<file path="src/rtl/cmd_frame_pkg.sv">
// Shared types and constants for the two-byte UART command framing.
// CMD_FRAME_TX_CHECKSUM_EN adds the XOR checksum byte states.
package cmd_frame_pkg;

    localparam logic [7:0] CMD_IDLE_BYTE = 8'h00;
    localparam int         ENTRY_W       = 16;

    typedef struct packed {
        logic [7:0] cmd;
        logic [7:0] data;
    } entry_t;

    typedef enum logic [2:0] {
        ST_IDLE,
        ST_WAIT_CMD,
        ST_WAIT_DATA
`ifdef CMD_FRAME_TX_CHECKSUM_EN
        ,
        ST_SEND_SUM,
        ST_WAIT_SUM
`endif
    } tx_state_e;

    function automatic logic [7:0] frame_sum(input entry_t e);
        return e.cmd ^ e.data;
    endfunction

endpackage

</file>
<file path="src/rtl/cmd_frame_tx_if.sv">
// Request handshake between an on-chip initiator and cmd_frame_tx.
// The master drives requests; the slave answers with ready and err.
interface cmd_frame_tx_if;

    logic       req_valid;
    logic       req_ready;
    logic [7:0] req_cmd;
    logic [7:0] req_data;
    logic       req_err;

    modport master (
        output req_valid, req_cmd, req_data,
        input  req_ready, req_err
    );

    modport slave (
        input  req_valid, req_cmd, req_data,
        output req_ready, req_err
    );

endinterface

</file>
<file path="src/rtl/cmd_frame_fifo.sv">
// Synchronous request FIFO with occupancy count.
// Push and pop may occur together; pointers wrap on a power-of-two depth.
module cmd_frame_fifo
    import cmd_frame_pkg::*;
#(
    parameter int DEPTH = 4
) (
    input  logic                     clk,
    input  logic                     rst_n,
    input  logic                     push,
    input  entry_t                   din,
    input  logic                     pop,
    output entry_t                   dout,
    output logic [$clog2(DEPTH):0]   count,
    output logic                     full,
    output logic                     empty
);

    localparam int AW = $clog2(DEPTH);

    entry_t        mem [DEPTH];
    logic [AW-1:0] wr_ptr;
    logic [AW-1:0] rd_ptr;
    logic          do_push;
    logic          do_pop;

    assign full    = (count == (AW+1)'(DEPTH));
    assign empty   = (count == '0);
    assign do_push = push && !full;
    assign do_pop  = pop && !empty;
    assign dout    = mem[rd_ptr];

    // Storage write; contents need no reset since count guards reads.
    always_ff @(posedge clk) begin
        if (do_push) mem[wr_ptr] <= din;
    end

    // Pointers and occupancy; simultaneous push/pop leaves count as is.
    always_ff @(posedge clk or negedge rst_n) begin
        if (!rst_n) begin
            wr_ptr <= '0;
            rd_ptr <= '0;
            count  <= '0;
        end else begin
            if (do_push) wr_ptr <= wr_ptr + 1'b1;
            if (do_pop)  rd_ptr <= rd_ptr + 1'b1;
            if (do_push && !do_pop)      count <= count + 1'b1;
            else if (do_pop && !do_push) count <= count - 1'b1;
        end
    end

endmodule

</file>
<file path="src/rtl/cmd_frame_tx.sv">
// Frames buffered (cmd, data) requests into paced UART byte sends.
// CMD_FRAME_TX_CHECKSUM_EN appends an XOR checksum byte to each frame.
module cmd_frame_tx
    import cmd_frame_pkg::*;
#(
    parameter int FIFO_DEPTH   = 4,
    parameter int GUARD_CYCLES = 2
) (
    input  logic                          sys_clk,
    input  logic                          sys_rst_n,
    cmd_frame_tx_if.slave                 req,
    input  logic                          uart_busy,
    output logic                          uart_send,
    output logic [7:0]                    uart_data_in,
    output logic [$clog2(FIFO_DEPTH):0]   fifo_count,
    output logic                          idle
);

    localparam int GW = $clog2(GUARD_CYCLES + 1);
    localparam logic [GW-1:0] GUARD_LOAD = GW'(GUARD_CYCLES);

    tx_state_e     state, state_n;
    logic [GW-1:0] guard, guard_n;
    logic          send_n;
    logic [7:0]    byte_n;
    logic [7:0]    cur_data, cur_data_n;
    logic          accept, push, pop;
    logic          full, empty, err_q;
    entry_t        head;
    entry_t        din;
`ifdef CMD_FRAME_TX_CHECKSUM_EN
    logic [7:0]    cur_sum, cur_sum_n;
`endif

    assign accept = req.req_valid && req.req_ready;
    assign push   = accept && (req.req_cmd != CMD_IDLE_BYTE);
    assign din    = '{cmd: req.req_cmd, data: req.req_data};

    assign req.req_ready = !full;
    assign req.req_err   = err_q;
    assign idle          = empty && (state == ST_IDLE);

    cmd_frame_fifo #(.DEPTH(FIFO_DEPTH)) u_fifo (
        .clk   (sys_clk),
        .rst_n (sys_rst_n),
        .push  (push),
        .din   (din),
        .pop   (pop),
        .dout  (head),
        .count (fifo_count),
        .full  (full),
        .empty (empty)
    );

    // Frame sequencing: send a byte, wait out the guard, then wait for !busy.
    always_comb begin
        state_n    = state;
        guard_n    = guard;
        send_n     = 1'b0;
        byte_n     = uart_data_in;
        cur_data_n = cur_data;
        pop        = 1'b0;
`ifdef CMD_FRAME_TX_CHECKSUM_EN
        cur_sum_n  = cur_sum;
`endif
        unique case (state)
            ST_IDLE: begin
                if (!empty && !uart_busy) begin
                    pop        = 1'b1;
                    cur_data_n = head.data;
                    byte_n     = head.cmd;
                    send_n     = 1'b1;
                    guard_n    = GUARD_LOAD;
                    state_n    = ST_WAIT_CMD;
`ifdef CMD_FRAME_TX_CHECKSUM_EN
                    cur_sum_n  = frame_sum(head);
`endif
                end
            end
            ST_WAIT_CMD: begin
                if (guard != '0) begin
                    guard_n = guard - 1'b1;
                end else if (!uart_busy) begin
                    byte_n  = cur_data;
                    send_n  = 1'b1;
                    guard_n = GUARD_LOAD;
                    state_n = ST_WAIT_DATA;
                end
            end
            ST_WAIT_DATA: begin
                if (guard != '0) begin
                    guard_n = guard - 1'b1;
                end else if (!uart_busy) begin
`ifdef CMD_FRAME_TX_CHECKSUM_EN
                    state_n = ST_SEND_SUM;
`else
                    state_n = ST_IDLE;
`endif
                end
            end
`ifdef CMD_FRAME_TX_CHECKSUM_EN
            ST_SEND_SUM: begin
                if (!uart_busy) begin
                    byte_n  = cur_sum;
                    send_n  = 1'b1;
                    guard_n = GUARD_LOAD;
                    state_n = ST_WAIT_SUM;
                end
            end
            ST_WAIT_SUM: begin
                if (guard != '0) begin
                    guard_n = guard - 1'b1;
                end else if (!uart_busy) begin
                    state_n = ST_IDLE;
                end
            end
`endif
            default: state_n = ST_IDLE;
        endcase
    end

    // State, guard counter and registered UART outputs.
    always_ff @(posedge sys_clk or negedge sys_rst_n) begin
        if (!sys_rst_n) begin
            state        <= ST_IDLE;
            guard        <= '0;
            uart_send    <= 1'b0;
            uart_data_in <= 8'h00;
            cur_data     <= 8'h00;
            err_q        <= 1'b0;
`ifdef CMD_FRAME_TX_CHECKSUM_EN
            cur_sum      <= 8'h00;
`endif
        end else begin
            state        <= state_n;
            guard        <= guard_n;
            uart_send    <= send_n;
            uart_data_in <= byte_n;
            cur_data     <= cur_data_n;
            err_q        <= accept && (req.req_cmd == CMD_IDLE_BYTE);
`ifdef CMD_FRAME_TX_CHECKSUM_EN
            cur_sum      <= cur_sum_n;
`endif
        end
    end

endmodule

</file>
<file path="src/flat_wrapper.sv">
// flat-port wrapper written by rule: the top's interface ports become plain ports
module cmd_frame_tx_flat import cmd_frame_pkg::*;
#(
    parameter int FIFO_DEPTH   = 4,
    parameter int GUARD_CYCLES = 2
)
  (sys_clk, sys_rst_n, uart_busy, uart_send, uart_data_in, fifo_count, idle, req_req_valid, req_req_cmd, req_req_data, req_req_ready, req_req_err);
  cmd_frame_tx_if req_i ();
  input  logic sys_clk;
  input  logic sys_rst_n;
  input  logic uart_busy;
  output logic uart_send;
  output logic [7:0] uart_data_in;
  output logic [$clog2(FIFO_DEPTH):0] fifo_count;
  output logic idle;
  input wire logic [$bits(req_i.req_valid)-1:0] req_req_valid;
  input wire logic [$bits(req_i.req_cmd)-1:0] req_req_cmd;
  input wire logic [$bits(req_i.req_data)-1:0] req_req_data;
  output wire logic [$bits(req_i.req_ready)-1:0] req_req_ready;
  output wire logic [$bits(req_i.req_err)-1:0] req_req_err;
  assign req_i.req_valid = req_req_valid;
  assign req_i.req_cmd = req_req_cmd;
  assign req_i.req_data = req_req_data;
  assign req_req_ready = req_i.req_ready;
  assign req_req_err = req_i.req_err;
  cmd_frame_tx #(.FIFO_DEPTH(FIFO_DEPTH), .GUARD_CYCLES(GUARD_CYCLES)) u_core (.sys_clk(sys_clk), .sys_rst_n(sys_rst_n), .req(req_i), .uart_busy(uart_busy), .uart_send(uart_send), .uart_data_in(uart_data_in), .fifo_count(fifo_count), .idle(idle));
endmodule
</file>
<file path="config.mk">
export PLATFORM = sky130hd
export DESIGN_NAME = cmd_frame_tx_flat
export DESIGN_NICKNAME = d
export VERILOG_FILES = /design/src/rtl/cmd_frame_pkg.sv /design/src/rtl/cmd_frame_tx_if.sv /design/src/rtl/cmd_frame_fifo.sv /design/src/rtl/cmd_frame_tx.sv /design/src/flat_wrapper.sv
export SDC_FILE = /design/constraint.sdc
export NUM_CORES = 1
export LEC_CHECK = 0
export ABC_CLOCK_PERIOD_IN_PS = 4500
export CAP_MARGIN = 5
export CORE_ASPECT_RATIO = 1.2
export CORE_MARGIN = 2
export CORE_UTILIZATION = 60
export CTS_CLUSTER_SIZE = 14
export DETAILED_ROUTE_END_ITERATION = 6
export GPL_TIMING_DRIVEN = 0
export PLACE_DENSITY = 0.82
export SLEW_MARGIN = 40
export SYNTH_ARGS = -nofsm -noshare
export SYNTH_HDL_FRONTEND = slang
export SYNTH_SLANG_ARGS = --single-unit
</file>
<file path="constraint.sdc">
create_clock -name sys_clk -period 4.5 [get_ports sys_clk]
set_clock_uncertainty 0.2 [all_clocks]
set_input_delay 1.35 -clock sys_clk [delete_from_list [all_inputs] [get_ports sys_clk]]
set_output_delay 1.35 -clock sys_clk [all_outputs]
set_load 0.02 [all_outputs]
</file>
# After elaboration in Yosys (flattened, before gate mapping)
# Memory sizes are Yosys's and may differ from the RTL's.
# Index checks and enable logic that the tools add are counted.
# word_totals
memories,1
latchBits,0
rom_bits,0
in_bits,20
register_bits,30
ram_bits,64
out_inout_bits,15
elab_cells,75
# memory_table
name,words,width,read_ports,rd_ports_with_merged_regs,write_ports,line_no,rtl
u_core.u_fifo.mem,4,16,1,0,1,cmd_frame_fifo.sv:21,entry_t mem [DEPTH];
# classes
n_bitwise,0
muxes,24
n_eq_ne,10
n_div,0
multipliers,0
shifts,0
n_lt_le_gt_ge,0
n_reduce_logical,26
n_addsub,5
# ops
op,n
8-bit 2-to-1 mux,3
3-bit 2-to-1 mux,7
8-bit case mux with 2 select lines,1
"2-bit != test, second input constant",5
1-bit logical AND,9
3-bit case mux with 3 select lines,1
8-bit logical NOT,1
2-bit 2-to-1 mux,4
4-bit AND reduction,2
8-bit nonzero test,1
3-bit logical NOT,2
1-bit 2-to-1 mux,6
2-bit case mux with 3 select lines,1
2-bit nonzero test,3
1-bit logical NOT,5
5-bit AND reduction,1
"2-bit by 1-bit adder with 2-bit output, second input constant",2
"3-bit by 1-bit adder with 3-bit output, second input constant",1
"3-bit by 1-bit equality test with 1-bit output, second input constant",1
"3-bit by 2-bit equality test with 1-bit output, second input constant",1
"3-bit equality test, second input constant",1
"3-bit by 2-bit != test with 1-bit output, second input constant",1
3-bit nonzero test,1
"3-bit by 1-bit subtractor with 3-bit output, second input constant",1
other kinds (4),4

# Depth between registers and ports, before layout
# logic_depth
word_depth,9
depth_mapped,11
depth_no_buf,10

# Modules after synthesis
# A second synthesis with hierarchy kept.
# hier_totals
hier_cells,213
hier_area_um2,3951.3
# by_module_without_submodules
module,seq_area_each_um2,cells_each,area_per_inst_um2,instances
cmd_frame_fifo,2097.0,120,2778.9,1
cmd_frame_tx,550.5,93,1172.4,1

# Worst setup path before layout
# OpenSTA, ideal clock, no wires.
# synth_path
path_kind,input-to-reg
from,in req_req_cmd[1]
to,reg u_core.u_fifo.count[1]
setup_ps,125
stages,8
path_buffers,1
setup_slack_ps,1255
required_time_ps,4175
arrival_ps,2920
path_cell_list,nor4_1 nand2_1 and3_1 buf_2 ha_1 inv_1 fa_1 mux2_2
# synth_via
elab_chain_len,6
word_cells_on_any_way,8
classes_between,mux: 1; reduce/logical: 7
# synth_lines
element,line_no,rtl
start: declaration,flat_wrapper.sv:17,input wire logic [$bits(req_i.req_cmd)-1:0] req_req_cmd;
8-bit nonzero test *,cmd_frame_tx.sv:36,assign push = accept && (req.req_cmd != CMD_IDLE_BYTE);
1-bit logical AND *,cmd_frame_tx.sv:36,
1-bit logical AND *,cmd_frame_fifo.sv:29,assign do_push = push && !full;
via u_core.u_fifo.do_push,cmd_frame_fifo.sv:24,logic do_push;
1-bit logical NOT,cmd_frame_fifo.sv:48,else if (do_pop && !do_push) count <= count - 1'b1;
1-bit logical AND,cmd_frame_fifo.sv:48,
2-bit nonzero test (no source line),--,
end signal: assignment,cmd_frame_fifo.sv:47,if (do_push && !do_pop) count <= count + 1'b1;
end signal: assignment,cmd_frame_fifo.sv:48,
end: declaration,cmd_frame_fifo.sv:14,"output logic [$clog2(DEPTH):0] count,"
# Mark *: on every way through the listed nets, which the timed path passes. The rest lies on a longest branch.
# A chain may end at the register's enable or synchronous reset.

# Worst setup path in the final report
# layout_path
from,in req_req_cmd[4]
to,reg u_core.u_fifo.count[1]
# The elaborated chain is that of the path after synthesis.

==> flow_metrics.py <==
metrics = {
    "routing": {
        "drc": 0,
        "first_pass_iters": 4,
        "via_count": 2043,
        "ant_nets": 0,
        "initialDrtViolationCount": 118,
        "wire_per_inst_um": 17.4,
        "avgViaCountPerCell": 5.43,
        "routed_wirelength_um": 6540,
    },
    "timing": {
        "slew_violations": 0,
        "fmax_mhz": 276,
        "relSlewSlack_pct": 56.2,
        "post-route-period-util_pct": 80.6,
        "post-route-min-period_ps": 3630,
        "worst_pin_slew_ps": 658,
        "setup_violations": 0,
        "hold_viol": 0,
        "rsz0062_at_grt": "false",
        "tns_ps": 0,
    },
    "clock_tree": {
        "clockRootBuffer": "clkbuf_8",
        "postCtsHoldBufs": 0,
        "ctsResizeCount": 0,
        "post_cts_buffers": 0,
        "cts_buffers": 9,
        "clock_sinks": 93,
        "cts_buffer_depth": 2,
        "htreeDepth": 3,
        "clk_pin_slew_ps": 90,
        "clock_latency_ps": 350,
        "cts_tree": "yes",
    },
    "final_layout": {
        "num-nets-final": 319,
        "fillerInstances": 418,
        "n_antenna_cell": 0,
        "final_cell_mix": "edfxtp_1, clkdlybuf4s50_1, dfrtp_1",
        "area_growth_pct": 15.5,
        "drive_gt1_share_pct": 25.4,
        "final_common_cell": "edfxtp_1",
    },
    "worst_setup_path": {
        "crit_path_start_kind": "input port",
        "crit_type": "in2reg",
        "required_ps": 4540,
        "cp_max_fo": 7,
        "worstPathArrival_ps": 3670,
        "endpoint_kind": "flip-flop",
    },
    "placement": {
        "gp_congestion": 0.740,
        "hpwlAfterDp_um": 4410,
        "placement.io_buffers": 34,
    },
    "synthesis": {
        "synth_top_area_share_pct": 48.4,
        "synthArstFlopShare_pct": 31.2,
        "ys_ff_latch": 93,
        "synthFlopType": "edfxtp_1",
        "synth.distinct_cells": 36,
        "synth_edf_count": 64,
        "synth.net_count": 274,
        "ys_warn_count": 0,
        "synth_area_leaders": "edfxtp_1, dfrtp_1, mux2_2",
        "synth_cells": 241,
        "synth_area_leader_cell": "edfxtp_1",
        "avgSynthCellArea_um2": 16.5,
        "syn-cell-area_mm2": 0.00397,
        "seq_area_frac_synth_pct": 66.7,
    },
    "power_and_ir_drop": {
        "p_total_mw": 3.09,
        "p_leak_nw": 1.73,
        "powerDensity_mw_per_mm2": 676,
        "ir_worst_vdd_uv": 389,
    },
    "global_route": {
        "grt_use_total_pct": 19.7,
        "grt_pass1_vias": 2050,
        "grt_pass1_wl_um": 10500,
        "grt_max_degree": 30,
        "antenna_found_initial": 0,
        "grt-ovfl-total": 0,
    },
    "floorplanning": {
        "rows": 32,
        "coreArea_mm2": 0.00641,
        "die_h_um": 93.1,
        "io_pins": 35,
        "fp.dieW_um": 78.2,
        "die_area_mm2": 0.00728,
        "start_util_pct": 61.9,
    },
    "worst_hold_path": {
        "hold_path_class": "reg2reg",
    },
    "run": {
        "drv_cap": 0,
    },
    "run_status": {
        "outcome": "finished, final reports clean",
    },
}
## routing by layer
metal,share of wire (%),GRT usage [%],vias to the layer above
met5,0,0,-
met4,2.4,9.36,0
met1,43,25.6,1011
li1,-,-,972
met3,3.3,3.09,13
met2,52,32.8,47
## logic make-up (layout without fill, tap and decap cells)
logic type	after synthesis	count (layout)	synth area share (%)
AOI/OAI and AO/OA	32	32	6.15
xor gates and xnor gates	6	6	1.32
adders and majority gates	13	13	4.29
buffers and inverters	26	76	3.41
DFF	93	93	66.7
muxes	37	37	13.8
and+or+nand+nor	34	34	4.29
## cells in the mapped netlist, drive strengths merged (3+ instances only)
cell type and count:
a21oi 9, and2 6, buf 9, dfrtp 29, edfxtp 64, ha 12
inv 16, mux2 29, mux4 8, nand2 13, nor2 4, nor2b 3
o21ai 12, o22ai 8, xnor2 3, xor2 3
## power breakdown
group	internal [mW]	switching [mW]	total, mW
clock	0.196	0.274	0.469
sequential	1.18	0.101	1.28
combinational	0.666	0.681	1.35
total	2.04	1.06	3.09
## flip-flops by register name (all words and copies together) (netlist names)
name and flops:
u_core.state 2, u_core.uart_send 1, u_core.u_fifo.mem 64, u_core.req.req_err 1, u_core.u_fifo.count 3, u_core.uart_data_in 8
u_core.u_fifo.wr_ptr 2, u_core.cur_data 8, u_core.guard 2, u_core.u_fifo.rd_ptr 2
## critical path, cell delays in order
cell,delay [ps]
clkdlybuf4s50_1,500
nor4_1,340
nand2_1,170
and3_1,210
buf_2,160
ha_1,220
inv_1,70
fa_1,400
mux2_2,260
## path summary, 6_finish.rpt
path | startpoint | end | slack, ps | cells after the start
min in group asynchronous | sys_rst_n | u_core.req.req_err | 810 | 1
min | u_core.uart_data_in[5] | u_core.uart_data_in[5] | 320 | 1
max in group asynchronous | sys_rst_n | u_core.cur_data[3] | 2850 | 1
min reg2reg | u_core.uart_data_in[5] | u_core.uart_data_in[5] | 320 | 1
max | req_req_cmd[4] | u_core.u_fifo.count[1] | 870 | 9
max reg2reg | u_core.state[1] | u_core.u_fifo.count[1] | 1760 | 9
## final cells by class
type	instances	area, µm²	share of cell area [%]
Clock inverter	7	42.5	0.929
Inverter	16	60.1	1.31
Sequential cell	93	2650	57.8
Multi-Input combinational cell	122	1190	26.0
Clock buffer	9	124	2.70
Buffer	10	75.1	1.64
Timing Repair Buffer	34	335	7.32
Tap cell	85	106	2.32
## stage by stage
step	hold slack [ps]	instance area [µm²]	utilization, %	cells	worst slack, ps
3_3_place_gp	290	4410	68.9	360	488
2_1_floorplan	279	3970	-	241	1260
4_1_cts	313	4580	71.5	376	818
5_1_grt	327	4580	71.5	376	752
6_report	316	4580	71.5	376	872
3_5_place_dp	295	4410	68.9	360	433
(Power assumes the default switching activity.)
